===== src/rtl/intr_ctrl_if.sv =====
// rtl/intr_ctrl_if.sv - register access and interrupt handshake bundle between core and intr_ctrl
interface intr_ctrl_if;
    logic       reg_wr;
    logic [2:0] reg_addr;
    logic [7:0] reg_wdata;
    logic [7:0] reg_rdata;
    logic       ack;
    logic       iret;
    logic       interrupt;
    logic [2:0] active_id;

    modport master (
        output reg_wr, reg_addr, reg_wdata, ack, iret,
        input  reg_rdata, interrupt, active_id
    );

    modport slave (
        input  reg_wr, reg_addr, reg_wdata, ack, iret,
        output reg_rdata, interrupt, active_id
    );
endinterface


===== src/rtl/intr_ctrl.sv =====
// rtl/intr_ctrl.sv - interrupt controller feeding the PC controller; INTR_LEVEL_EN adds level-sensitive sources
module intr_ctrl #(
    parameter int NUM_SOURCES = 8,
    parameter int SYNC_STAGES = 2
) (
    input  logic                   clk,
    input  logic                   reset_n,
    input  logic                   pause,
    input  logic [NUM_SOURCES-1:0] irq_in,
    intr_ctrl_if.slave             bus
);
    typedef enum logic [1:0] {IDLE, REQUEST, SERVICE} state_t;

    state_t                 state_q, state_d;
    logic [NUM_SOURCES-1:0] sync_q [SYNC_STAGES];
    logic [NUM_SOURCES-1:0] pending_q, pending_d;
    logic [NUM_SOURCES-1:0] mask_q, mask_d;
    logic                   gie_q, gie_d;
    logic                   spur_q, spur_d;
    logic                   intr_q, intr_d;
    logic [2:0]             id_q, id_d;
`ifdef INTR_LEVEL_EN
    logic [NUM_SOURCES-1:0] mode_q, mode_d;
`endif

    logic                   wr_en;
    logic [NUM_SOURCES-1:0] rise, lvl, req;
    logic [NUM_SOURCES-1:0] pick_oh, w1c, ack_clr, edge_next;
    logic [2:0]             pick_id;
    logic                   take, gie_set, gie_clr, spur_set, spur_clr;
    logic [7:0]             rdata;

    assign wr_en = bus.reg_wr && !pause;
    assign lvl   = sync_q[SYNC_STAGES-1];
    assign rise  = sync_q[SYNC_STAGES-2] & ~sync_q[SYNC_STAGES-1];
    assign req   = pending_q & mask_q;

    // Lowest index wins: scan from the top so the last hit is the smallest.
    always_comb begin
        pick_id = '0;
        pick_oh = '0;
        for (int i = NUM_SOURCES - 1; i >= 0; i--) begin
            if (req[i]) begin
                pick_id    = 3'(i);
                pick_oh    = '0;
                pick_oh[i] = 1'b1;
            end
        end
    end

    always_comb begin
        state_d  = state_q;
        intr_d   = intr_q;
        id_d     = id_q;
        take     = 1'b0;
        gie_set  = 1'b0;
        gie_clr  = 1'b0;
        spur_set = 1'b0;
        if (!pause) begin
            case (state_q)
                IDLE: begin
                    intr_d = 1'b0;
                    if (gie_q && |req) state_d = REQUEST;
                end
                REQUEST: begin
                    if (bus.ack && |req) begin
                        take    = 1'b1;
                        id_d    = pick_id;
                        gie_clr = 1'b1;
                        intr_d  = 1'b0;
                        state_d = SERVICE;
                    end else if (!gie_q || !(|req)) begin
                        intr_d  = 1'b0;
                        state_d = IDLE;
                    end else begin
                        intr_d  = 1'b1;
                    end
                end
                SERVICE: begin
                    intr_d = 1'b0;
                    if (bus.iret) begin
                        gie_set = 1'b1;
                        state_d = IDLE;
                    end
                end
                default: state_d = IDLE;
            endcase
            if (bus.ack && state_q != REQUEST) spur_set = 1'b1;
        end
    end

    always_comb begin
        mask_d   = mask_q;
        gie_d    = gie_q;
        w1c      = '0;
        spur_clr = 1'b0;
`ifdef INTR_LEVEL_EN
        mode_d   = mode_q;
`endif
        if (wr_en) begin
            case (bus.reg_addr)
                3'd0: mask_d = bus.reg_wdata[NUM_SOURCES-1:0];
                3'd1: w1c    = bus.reg_wdata[NUM_SOURCES-1:0];
                3'd2: begin
                    gie_d    = bus.reg_wdata[0];
                    spur_clr = bus.reg_wdata[2];
                end
`ifdef INTR_LEVEL_EN
                3'd4: mode_d = bus.reg_wdata[NUM_SOURCES-1:0];
`endif
                default: ;
            endcase
        end
        // Hardware events override a simultaneous software write to GIE.
        if (gie_clr) gie_d = 1'b0;
        if (gie_set) gie_d = 1'b1;
        spur_d    = spur_set | (spur_q & ~spur_clr);
        ack_clr   = take ? pick_oh : '0;
        edge_next = rise | (pending_q & ~(w1c | ack_clr));
`ifdef INTR_LEVEL_EN
        pending_d = (mode_q & lvl) | (~mode_q & edge_next);
`else
        pending_d = edge_next;
`endif
    end

    always_comb begin
        rdata = '0;
        case (bus.reg_addr)
            3'd0: rdata[NUM_SOURCES-1:0] = mask_q;
            3'd1: rdata[NUM_SOURCES-1:0] = pending_q;
            3'd2: rdata[2:0] = {spur_q, state_q == SERVICE, gie_q};
            3'd3: rdata[2:0] = id_q;
`ifdef INTR_LEVEL_EN
            3'd4: rdata[NUM_SOURCES-1:0] = mode_q;
`endif
            default: rdata = '0;
        endcase
    end

    assign bus.reg_rdata = rdata;
    assign bus.interrupt = intr_q;
    assign bus.active_id = id_q;

    always_ff @(posedge clk or negedge reset_n) begin
        if (!reset_n) begin
            for (int k = 0; k < SYNC_STAGES; k++) sync_q[k] <= '0;
            state_q   <= IDLE;
            pending_q <= '0;
            mask_q    <= '0;
            gie_q     <= 1'b0;
            spur_q    <= 1'b0;
            intr_q    <= 1'b0;
            id_q      <= '0;
`ifdef INTR_LEVEL_EN
            mode_q    <= '0;
`endif
        end else begin
            sync_q[0] <= irq_in;
            for (int k = 1; k < SYNC_STAGES; k++) sync_q[k] <= sync_q[k-1];
            state_q   <= state_d;
            pending_q <= pending_d;
            mask_q    <= mask_d;
            gie_q     <= gie_d;
            spur_q    <= spur_d;
            intr_q    <= intr_d;
            id_q      <= id_d;
`ifdef INTR_LEVEL_EN
            mode_q    <= mode_d;
`endif
        end
    end
endmodule


===== src/flat_wrapper.sv =====
// flat-port wrapper written by rule: the top's interface ports become plain ports
module intr_ctrl_flat 
#(
    parameter int NUM_SOURCES = 8,
    parameter int SYNC_STAGES = 2
)
  (clk, reset_n, pause, irq_in, bus_reg_wr, bus_reg_addr, bus_reg_wdata, bus_ack, bus_iret, bus_reg_rdata, bus_interrupt, bus_active_id);
  intr_ctrl_if bus_i ();
  input  logic clk;
  input  logic reset_n;
  input  logic pause;
  input  logic [NUM_SOURCES-1:0] irq_in;
  input wire logic [$bits(bus_i.reg_wr)-1:0] bus_reg_wr;
  input wire logic [$bits(bus_i.reg_addr)-1:0] bus_reg_addr;
  input wire logic [$bits(bus_i.reg_wdata)-1:0] bus_reg_wdata;
  input wire logic [$bits(bus_i.ack)-1:0] bus_ack;
  input wire logic [$bits(bus_i.iret)-1:0] bus_iret;
  output wire logic [$bits(bus_i.reg_rdata)-1:0] bus_reg_rdata;
  output wire logic [$bits(bus_i.interrupt)-1:0] bus_interrupt;
  output wire logic [$bits(bus_i.active_id)-1:0] bus_active_id;
  assign bus_i.reg_wr = bus_reg_wr;
  assign bus_i.reg_addr = bus_reg_addr;
  assign bus_i.reg_wdata = bus_reg_wdata;
  assign bus_i.ack = bus_ack;
  assign bus_i.iret = bus_iret;
  assign bus_reg_rdata = bus_i.reg_rdata;
  assign bus_interrupt = bus_i.interrupt;
  assign bus_active_id = bus_i.active_id;
  intr_ctrl #(.NUM_SOURCES(NUM_SOURCES), .SYNC_STAGES(SYNC_STAGES)) u_core (.clk(clk), .reset_n(reset_n), .pause(pause), .irq_in(irq_in), .bus(bus_i));
endmodule

===== config.mk =====
export PLATFORM = sky130hd
export DESIGN_NAME = intr_ctrl_flat
export DESIGN_NICKNAME = d
export VERILOG_FILES = /design/src/rtl/intr_ctrl_if.sv /design/src/rtl/intr_ctrl.sv /design/src/flat_wrapper.sv
export SDC_FILE = /design/constraint.sdc
export NUM_CORES = 1
export LEC_CHECK = 0
export CAP_MARGIN = 20
export CORE_ASPECT_RATIO = 0.7
export CORE_UTILIZATION = 45
export CTS_CLUSTER_DIAMETER = 200
export DETAILED_ROUTE_END_ITERATION = 10
export PLACE_DENSITY_LB_ADDON = 0.1
export REMOVE_ABC_BUFFERS = 1
export SETUP_SLACK_MARGIN = 0.3
export SYNTH_ARGS = -nofsm -noshare
export SYNTH_HDL_FRONTEND = slang
export SYNTH_SLANG_ARGS = --single-unit

===== constraint.sdc =====
create_clock -name clk -period 3.5 [get_ports clk]
set_input_delay 0.525 -clock clk [delete_from_list [all_inputs] [get_ports clk]]
set_output_delay 0.525 -clock clk [all_outputs]
set_load 0.01 [all_outputs]

Yosys cells after proc, flatten, opt, wreduce, memory -nomap -nowiden

Index checks and enable logic that the tools add are counted.

Latch bits: 0
Memories kept: 0
Output and inout port bits: 12
Bits in registers: 40
ROM bits: 0
Bits in writable memories: 0
Input port bits: 25

$lt $le $gt $ge: 0
Reduce and logical (&&, ||, !) cells: 20
Add/sub/neg operators: 0
Equality and inequality tests: 9
Bitwise operators: 11
Shift-type cells: 0
Multiply operators: 0
Div/mod/pow operators: 0
Mux-type cells: 43

Operators with widths:

| cell                                                                    | count |
|---|---|
| 8-bit two-way mux                                                       | 11 |
| 8-bit AND                                                               | 3 |
| 3-bit two-way mux                                                       | 8 |
| 1-bit two-way mux                                                       | 16 |
| 8-bit inverter                                                          | 2 |
| 8-bit OR                                                                | 2 |
| 3-bit case mux with 4 select lines                                      | 1 |
| 5-bit case mux with 2 select lines                                      | 1 |
| 2-bit two-way mux                                                       | 4 |
| 8-bit OR reduction                                                      | 1 |
| 3-bit by 2-bit equality test with 1-bit output, second input constant   | 2 |
| 2-bit case mux with 3 select lines                                      | 1 |
| 2-bit AND reduction                                                     | 3 |
| 3-bit nonzero test                                                      | 2 |
| 1-bit logical AND                                                       | 4 |
| 2-bit by 1-bit inequality test with 1-bit output, second input constant | 2 |
| 4-bit AND reduction                                                     | 1 |
| 3-bit by 1-bit equality test with 1-bit output, second input constant   | 1 |
| 1-bit zero test                                                         | 3 |
| 3-bit zero test                                                         | 1 |
| 3-bit by 1-bit inequality test with 1-bit output, second input constant | 1 |
| 3-bit AND reduction                                                     | 1 |
| 2-bit by 1-bit equality test with 1-bit output, second input constant   | 1 |
| 2-bit equality test, second input constant                              | 1 |
| 9 further kinds                                                         | 10 |

Logic depth before layout (Yosys ltp)

Gate-level depths: netlist of run 1.

Word-level depth: 14
Gate-level depth with buffers: 6

Worst setup path after synthesis of run 1

Ideal clock, no wire load.

Path type: input to output
Start point: in bus_reg_addr[0]
End point: out bus_reg_rdata[2]
Stages: 3
Buffers on the path: 1
Slack: 1.576 ns
Required time: 2.975 ns
Arrival: 1.399 ns
Cell sequence: buf_2 > mux4_2 > nor2b_1

Word-level cells in the longest chain between the ends: 2

Ends and longest elaborated chain:

| element                                                                | line               | source |
|---|---|---|
| from (decl)                                                            | flat_wrapper.sv:14 | `input wire logic [$bits(bus_i.reg_addr)-1:0] bus_reg_addr;` |
| 3-bit by 2-bit equality test with 1-bit output (tied with other cells) | intr_ctrl.sv:129   | `case (bus.reg_addr)` |
| 3-bit case mux with 4 select lines *                                   | intr_ctrl.sv:129   |  |
| to (decl)                                                              | flat_wrapper.sv:18 | `output wire logic [$bits(bus_i.reg_rdata)-1:0] bus_reg_rdata;` |

Mark *: on every way between the ends. The rest lies on a longest branch, timed or not.

Final worst setup path of run 1

Start point: in bus_reg_addr[0]
End point: out bus_reg_rdata[0]

Same word-level chain as after synthesis.

==> results of run 1 <==
==> critical path, stage by stage <==
cell and delay [ns]:
clkdlybuf4s50_1 0.70, mux4_2 0.54, nor2b_1 0.14, clkdlybuf4s50_1 0.48
==> worst paths after layout <==
check,start,to,slack (ns),cells past startpoint
min in group clk,u_core.sync_q[13]$_DFF_PN0_,u_core.lvl[5]$_DFF_PN0_,0.38,0
worst max-delay path,bus_reg_addr[0],bus_reg_rdata[0],0.59,4
worst min-delay path,reset_n,u_core.state_q[1]$_DFFE_PN0P_,0.36,1
max in group asynchronous,reset_n,u_core.lvl[2]$_DFF_PN0_,2.58,1
worst min register to register,u_core.sync_q[13]$_DFF_PN0_,u_core.lvl[5]$_DFF_PN0_,0.38,0
worst max register to register,u_core.state_q[1]$_DFFE_PN0P_,u_core.pending_q[7]$_DFF_PN0_,1.75,4
==> cells by family (layout without fill, tap and decap cells) <==
logic type	count (synthesis)	in the layout	share of synthesized area
and+or+nand+nor	58	58	0.1768
DFF	40	40	0.5376
muxes	17	17	0.1129
AOI/OAI and AO/OA	27	27	0.1304
buffers and inverters	16	56	0.04234
==> synthesized netlist by cell type (3+ instances only) <==
cell type   n
dfrtp_1    40
nand2_1    19
inv_1      11
a32o_1      9
mux2_2      8
nor2_1      8
nand3_1     7
mux2i_1     6
a21oi_1     5
buf_2       3
nand2b_1    3
nand4_1     3
nand4b_1    3
nor2b_1     3
==> registers in the layout (all words and copies together), names as in the netlist <==
signal / flops
u_core.bus.active_id: 3
u_core.sync_q: 8
u_core.gie_q: 1
u_core.spur_q: 1
u_core.mask_q: 8
u_core.lvl: 8
u_core.pending_q: 8
u_core.bus.interrupt: 1
u_core.state_q: 2
==> final cells by class <==
| type | count | share of cell area |
|---|---|---|
| clock buffers | 6 | 0.03479 |
| clock inverters | 2 | 0.01634 |
| inverters | 11 | 0.01740 |
| multi-input cells | 102 | 0.3295 |
| flip-flops and latches | 40 | 0.4217 |
| well taps | 52 | 0.02741 |
| repair buffers | 37 | 0.1529 |
==> cell usage in the layout (no fill, tap or decap), types with 2 or more instances in the layout <==
cell type	instances
a211oi_1	2
a21oi_1	5
a22oi_4	2
a32o_1	9
and3_1	2
clkbuf_8	6
clkdlybuf4s50_1	35
dfrtp_1	40
inv_1	11
mux2_2	8
mux2i_1	6
mux4_2	2
nand2_1	19
nand2b_1	3
nand3_1	7
nand4_1	3
nand4b_1	3
nor2_1	8
nor2b_1	3
nor3b_1	2
o21ai_0	2
==> power by group through the flow <==
stage	sequential (mW)	combinational [mW]	clock [mW]
3_3_place_gp	0.641	0.335	0
6_report	0.637	0.344	0.390
5_1_grt	0.648	0.372	0.420
2_1_floorplan	0.623	0.203	0
4_1_cts	0.634	0.347	0.405
3_5_place_dp	0.642	0.346	0
==> through the flow <==
stage	area, um^2	setup WS (ns)
after floorplan	1824	1.831
after global placement	2252	0.5912
after detailed placement	2252	0.5931
after CTS	2374	0.5912
after global routing	2374	0.4939
final	2374	0.5910
==> metal layers <==
| layer | routed length [um] | vias to the layer above |
|---|---|---|
| li1 | - | 652 |
| met1 | 1904 | 696 |
| met2 | 1748 | 43 |
| met3 | 279 | 4 |
| met4 | 33 | 0 |
| met5 | 0 | - |
==> results.json, run 1 <==
{
  "cts_root_buffer": "clkbuf_8",
  "wl_per_cell_um": 15.86,
  "layout-drive-gt1-share": 0.1414,
  "grt_pass1_wl_um": 6548,
  "combPwrFrac": 0.251,
  "fmax_mhz": 343.8,
  "p_per_area_nw_per_um2": 577.5,
  "swShare": 0.2932,
  "power_frac_seq": 0.465,
  "instances_no_fill": 250,
  "area_growth_pct": 27.49,
  "synthArstFlopShare": 1.000,
  "worst_pin_slew_ns": 0.9020,
  "antenna_cells": 0,
  "die_area_um2": 4403,
  "internal-power_uw": 968.8,
  "dp_hpwl_um": 2878,
  "p_sw_uw": 401.9,
  "start_util": 0.4718,
  "fp.dieW_um": 78.88,
  "synth_edf_count": 0,
  "grt_usage": 0.2021,
  "utilization": 0.6015,
  "hold_class": "input pin to async pin",
  "critPathLaunchType": "input pin",
  "grt_antenna_before_repair": 0,
  "ys.flop_type": "dfrtp_1",
  "syn_area_um2": 1862,
  "period_share": 0.8312,
  "p_leak_nw": 0.9850,
  "worstPathMaxFanout": 9,
  "maxCapViolCount": 0,
  "clkSinkCount": 40,
  "gr-usage-met1": 0.2907,
  "final-seq-area_um2": 1001,
  "irDropWorstVdd_mv": 0.3007,
  "required_ns": 2.97,
  "postCtsSetupBuffers": 0,
  "postSynthCellCount": 158,
  "finalCriticalPeriod_ns": 2.909,
  "drc": 0,
  "gr-total-overflow": 0,
  "fill_cells": 343,
  "htreeDepth": 2,
  "synth_top_area_cell": "dfrtp_1",
  "grt_max_degree": 41,
  "yosysWarnings": 0,
  "core_area_um2": 3946,
  "synth-seq-area-share": 0.5376,
  "critical_path_arrival_ns": 2.38,
  "ant_nets": 0,
  "synth_top_area_share": 0.5376,
  "grt_util_met3": 0.06721,
  "outcome": "finished, final reports clean",
  "grt_pass1_vias": 1373,
  "io_pins": 37,
  "port_buffers": 36,
  "avgSynthCellArea_um2": 11.78,
  "dp_cells": 242,
  "cts_tree": "yes",
  "dr.pass1.iters": 4,
  "whs_ns": 0.3589,
  "vias": 1395,
  "clkSlewWorstSetupHoldPaths_ns": 0.08,
  "grt_setup_unrepaired": "no",
  "ys_types": 37,
  "drtIter0Drc": 86,
  "slew_headroom": 0.3987,
  "post_cts_resized": 0,
  "viasPerCell": 5.580,
  "gp_congestion": 0.7685,
  "setup.worst_path.class": "input pin to output pin",
  "busiest_layer": "met1",
  "finalSetupViolations": 0,
  "numCtsBuffers": 5,
  "hold_buffers": 0,
  "nNetsFinal": 222,
  "power_mw": 1.371,
  "finalSetupTns_ns": 0,
  "slew_violations": 0,
  "fin_skew_ns": 0.007247,
  "routed_wl_um": 3966,
  "end_kind": "output pin",
  "hold_viol_final": 0,
  "multi_input_area_um2": 782.0,
  "clockBufferDepth": 2,
  "die_h_um": 55.82,
  "insertion_delay_ns": 0.29,
  "use_met2": 0.2770,
  "synth-seq-cells": 40,
  "clkPwrFrac": 0.284,
  "synth_area_leaders": "dfrtp_1, a32o_1, mux2_2",
  "rows": 19
}
No activity file was read; power rests on OpenSTA's default activity.
==> run 2, diff against run 1 <==
clock period = 2.9 ns   (was 3.5 ns; I/O delays follow)
==> results.json, run 2 (synthesis results as in run 1) <==
{
  "dr.pass1.iters": 4,
  "gp_congestion": 0.7685,
  "grt_antenna_before_repair": 0,
  "setup.worst_path.class": "input pin to output pin",
  "mostFrequentLayoutCell": "dfrtp_1",
  "insertion_delay_ns": 0.29,
  "fmax_mhz": 407.6,
  "clkSinkCount": 40,
  "gr-total-overflow": 0,
  "hold_viol_final": 0,
  "irDropWorstVdd_mv": 0.3630,
  "htreeDepth": 2,
  "worstPathMaxFanout": 8,
  "fin_skew_ns": 0.006449,
  "final_cell_mix": "dfrtp_1, clkdlybuf4s50_1, nand2_1",
  "cts_root_buffer": "clkbuf_8",
  "finalCriticalPeriod_ns": 2.454,
  "antenna_cells": 0,
  "place_area_um2": 2252,
  "grt_max_degree": 41,
  "core_area_um2": 3946,
  "period_share": 0.8461,
  "grt_pass1_vias": 1373,
  "grt_setup_unrepaired": "no",
  "layout-drive-gt1-share": 0.1414,
  "end_kind": "output pin",
  "hold_class": "input pin to async pin",
  "viasPerCell": 5.580,
  "routed_wl_um": 3953,
  "postCtsSetupBuffers": 0,
  "outcome": "finished, final reports clean",
  "area_growth_pct": 27.42,
  "grt_usage": 0.2021,
  "wl_per_cell_um": 15.81,
  "critical_path_arrival_ns": 2.02,
  "vias": 1395,
  "stdcell_area_um2": 2372,
  "slew_headroom": 0.4100,
  "dp_hpwl_um": 2878,
  "nNetsFinal": 222,
  "fill_cells": 344,
  "clkSlewWorstSetupHoldPaths_ns": 0.08,
  "port_buffers": 36,
  "slew_violations": 0,
  "maxCapViolCount": 0,
  "fp.dieW_um": 78.88,
  "finalSetupTns_ns": 0,
  "numCtsBuffers": 5,
  "drtIter0Drc": 86,
  "die_h_um": 55.82,
  "required_ns": 2.47,
  "clockBufferDepth": 2,
  "die_area_um2": 4403,
  "finalSetupViolations": 0,
  "drc": 0,
  "ant_nets": 0,
  "p_leak_nw": 0.9863,
  "cts_tree": "yes",
  "critPathLaunchType": "input pin",
  "power_mw": 1.653,
  "worst_pin_slew_ns": 0.8849,
  "start_util": 0.4718,
  "rows": 19,
  "grt_pass1_wl_um": 6548,
  "p_per_area_nw_per_um2": 696.7,
  "io_pins": 37
}
[run 2: per-layer routing]
layer | GRT usage | vias up | routed length [um]
li1 | - | 653 | -
met1 | 0.2907 | 694 | 1869
met2 | 0.2770 | 44 | 1758
met3 | 0.06721 | 4 | 291
met4 | 0.09091 | 0 | 33
met5 | 0 | - | 0
[run 2: power breakdown]
group	total, mW	leakage, nW	internal, mW	switching [mW]
registers	0.768	0.456	0.649	0.119
logic	0.415	0.469	0.239	0.176
clock network	0.470	0.0614	0.281	0.189
total	1.65	0.986	1.17	0.484
[run 2: worst paths after layout]
| path | start | endpoint | slack, ns | cells after the start |
|---|---|---|---|---|
| min in group clk | u_core.sync_q[13]$_DFF_PN0_ | u_core.lvl[5]$_DFF_PN0_ | 0.38 | 0 |
| hold / removal | reset_n | u_core.state_q[1]$_DFFE_PN0P_ | 0.26 | 1 |
| setup / recovery | bus_reg_addr[1] | bus_reg_rdata[0] | 0.45 | 4 |
| max in group asynchronous | reset_n | u_core.lvl[2]$_DFF_PN0_ | 2.09 | 1 |
| hold reg to reg | u_core.sync_q[13]$_DFF_PN0_ | u_core.lvl[5]$_DFF_PN0_ | 0.38 | 0 |
| setup reg to reg | u_core.state_q[1]$_DFFE_PN0P_ | u_core.pending_q[7]$_DFF_PN0_ | 1.16 | 4 |
[run 2: critical path: stages]
cell and delay [ns]:
clkdlybuf4s50_1 0.63, mux4_2 0.34, nor2b_1 0.14, clkdlybuf4s50_1 0.48
[run 2: area by class of cell]
cell class	instances	area, um^2	share of cell area
multi-input combinational	102	782.0	0.3296
inverter	11	41.29	0.01741
timing repair buffer	37	361.6	0.1524
tap	52	65.06	0.02743
sequential	40	1001	0.4219
clock inverter	2	38.79	0.01635
clock buffer	6	82.58	0.03481
[run 2: per-stage QoR]
| stage | cells | util | setup WS [ns] | hold WS [ns] |
|---|---|---|---|---|
| after CTS | 250 | 0.6011 | 0.4403 | 0.2893 |
| after floorplan | 153 | - | 1.401 | 0.1394 |
| after detailed placement | 242 | 0.5707 | 0.1731 | 0.3681 |
| final | 250 | 0.6011 | 0.4464 | 0.2634 |
| after global placement | 242 | 0.5707 | 0.1712 | 0.3619 |
| after global routing | 250 | 0.6011 | 0.3294 | 0.3295 |
[run 2: timing repair]
| item | 4_1_cts | 5_1_grt |
|---|---|---|
| resized for setup | 1 | 0 |
| setup endpoints to repair | 2 | 0 |
| hold buffers | 0 | 0 |
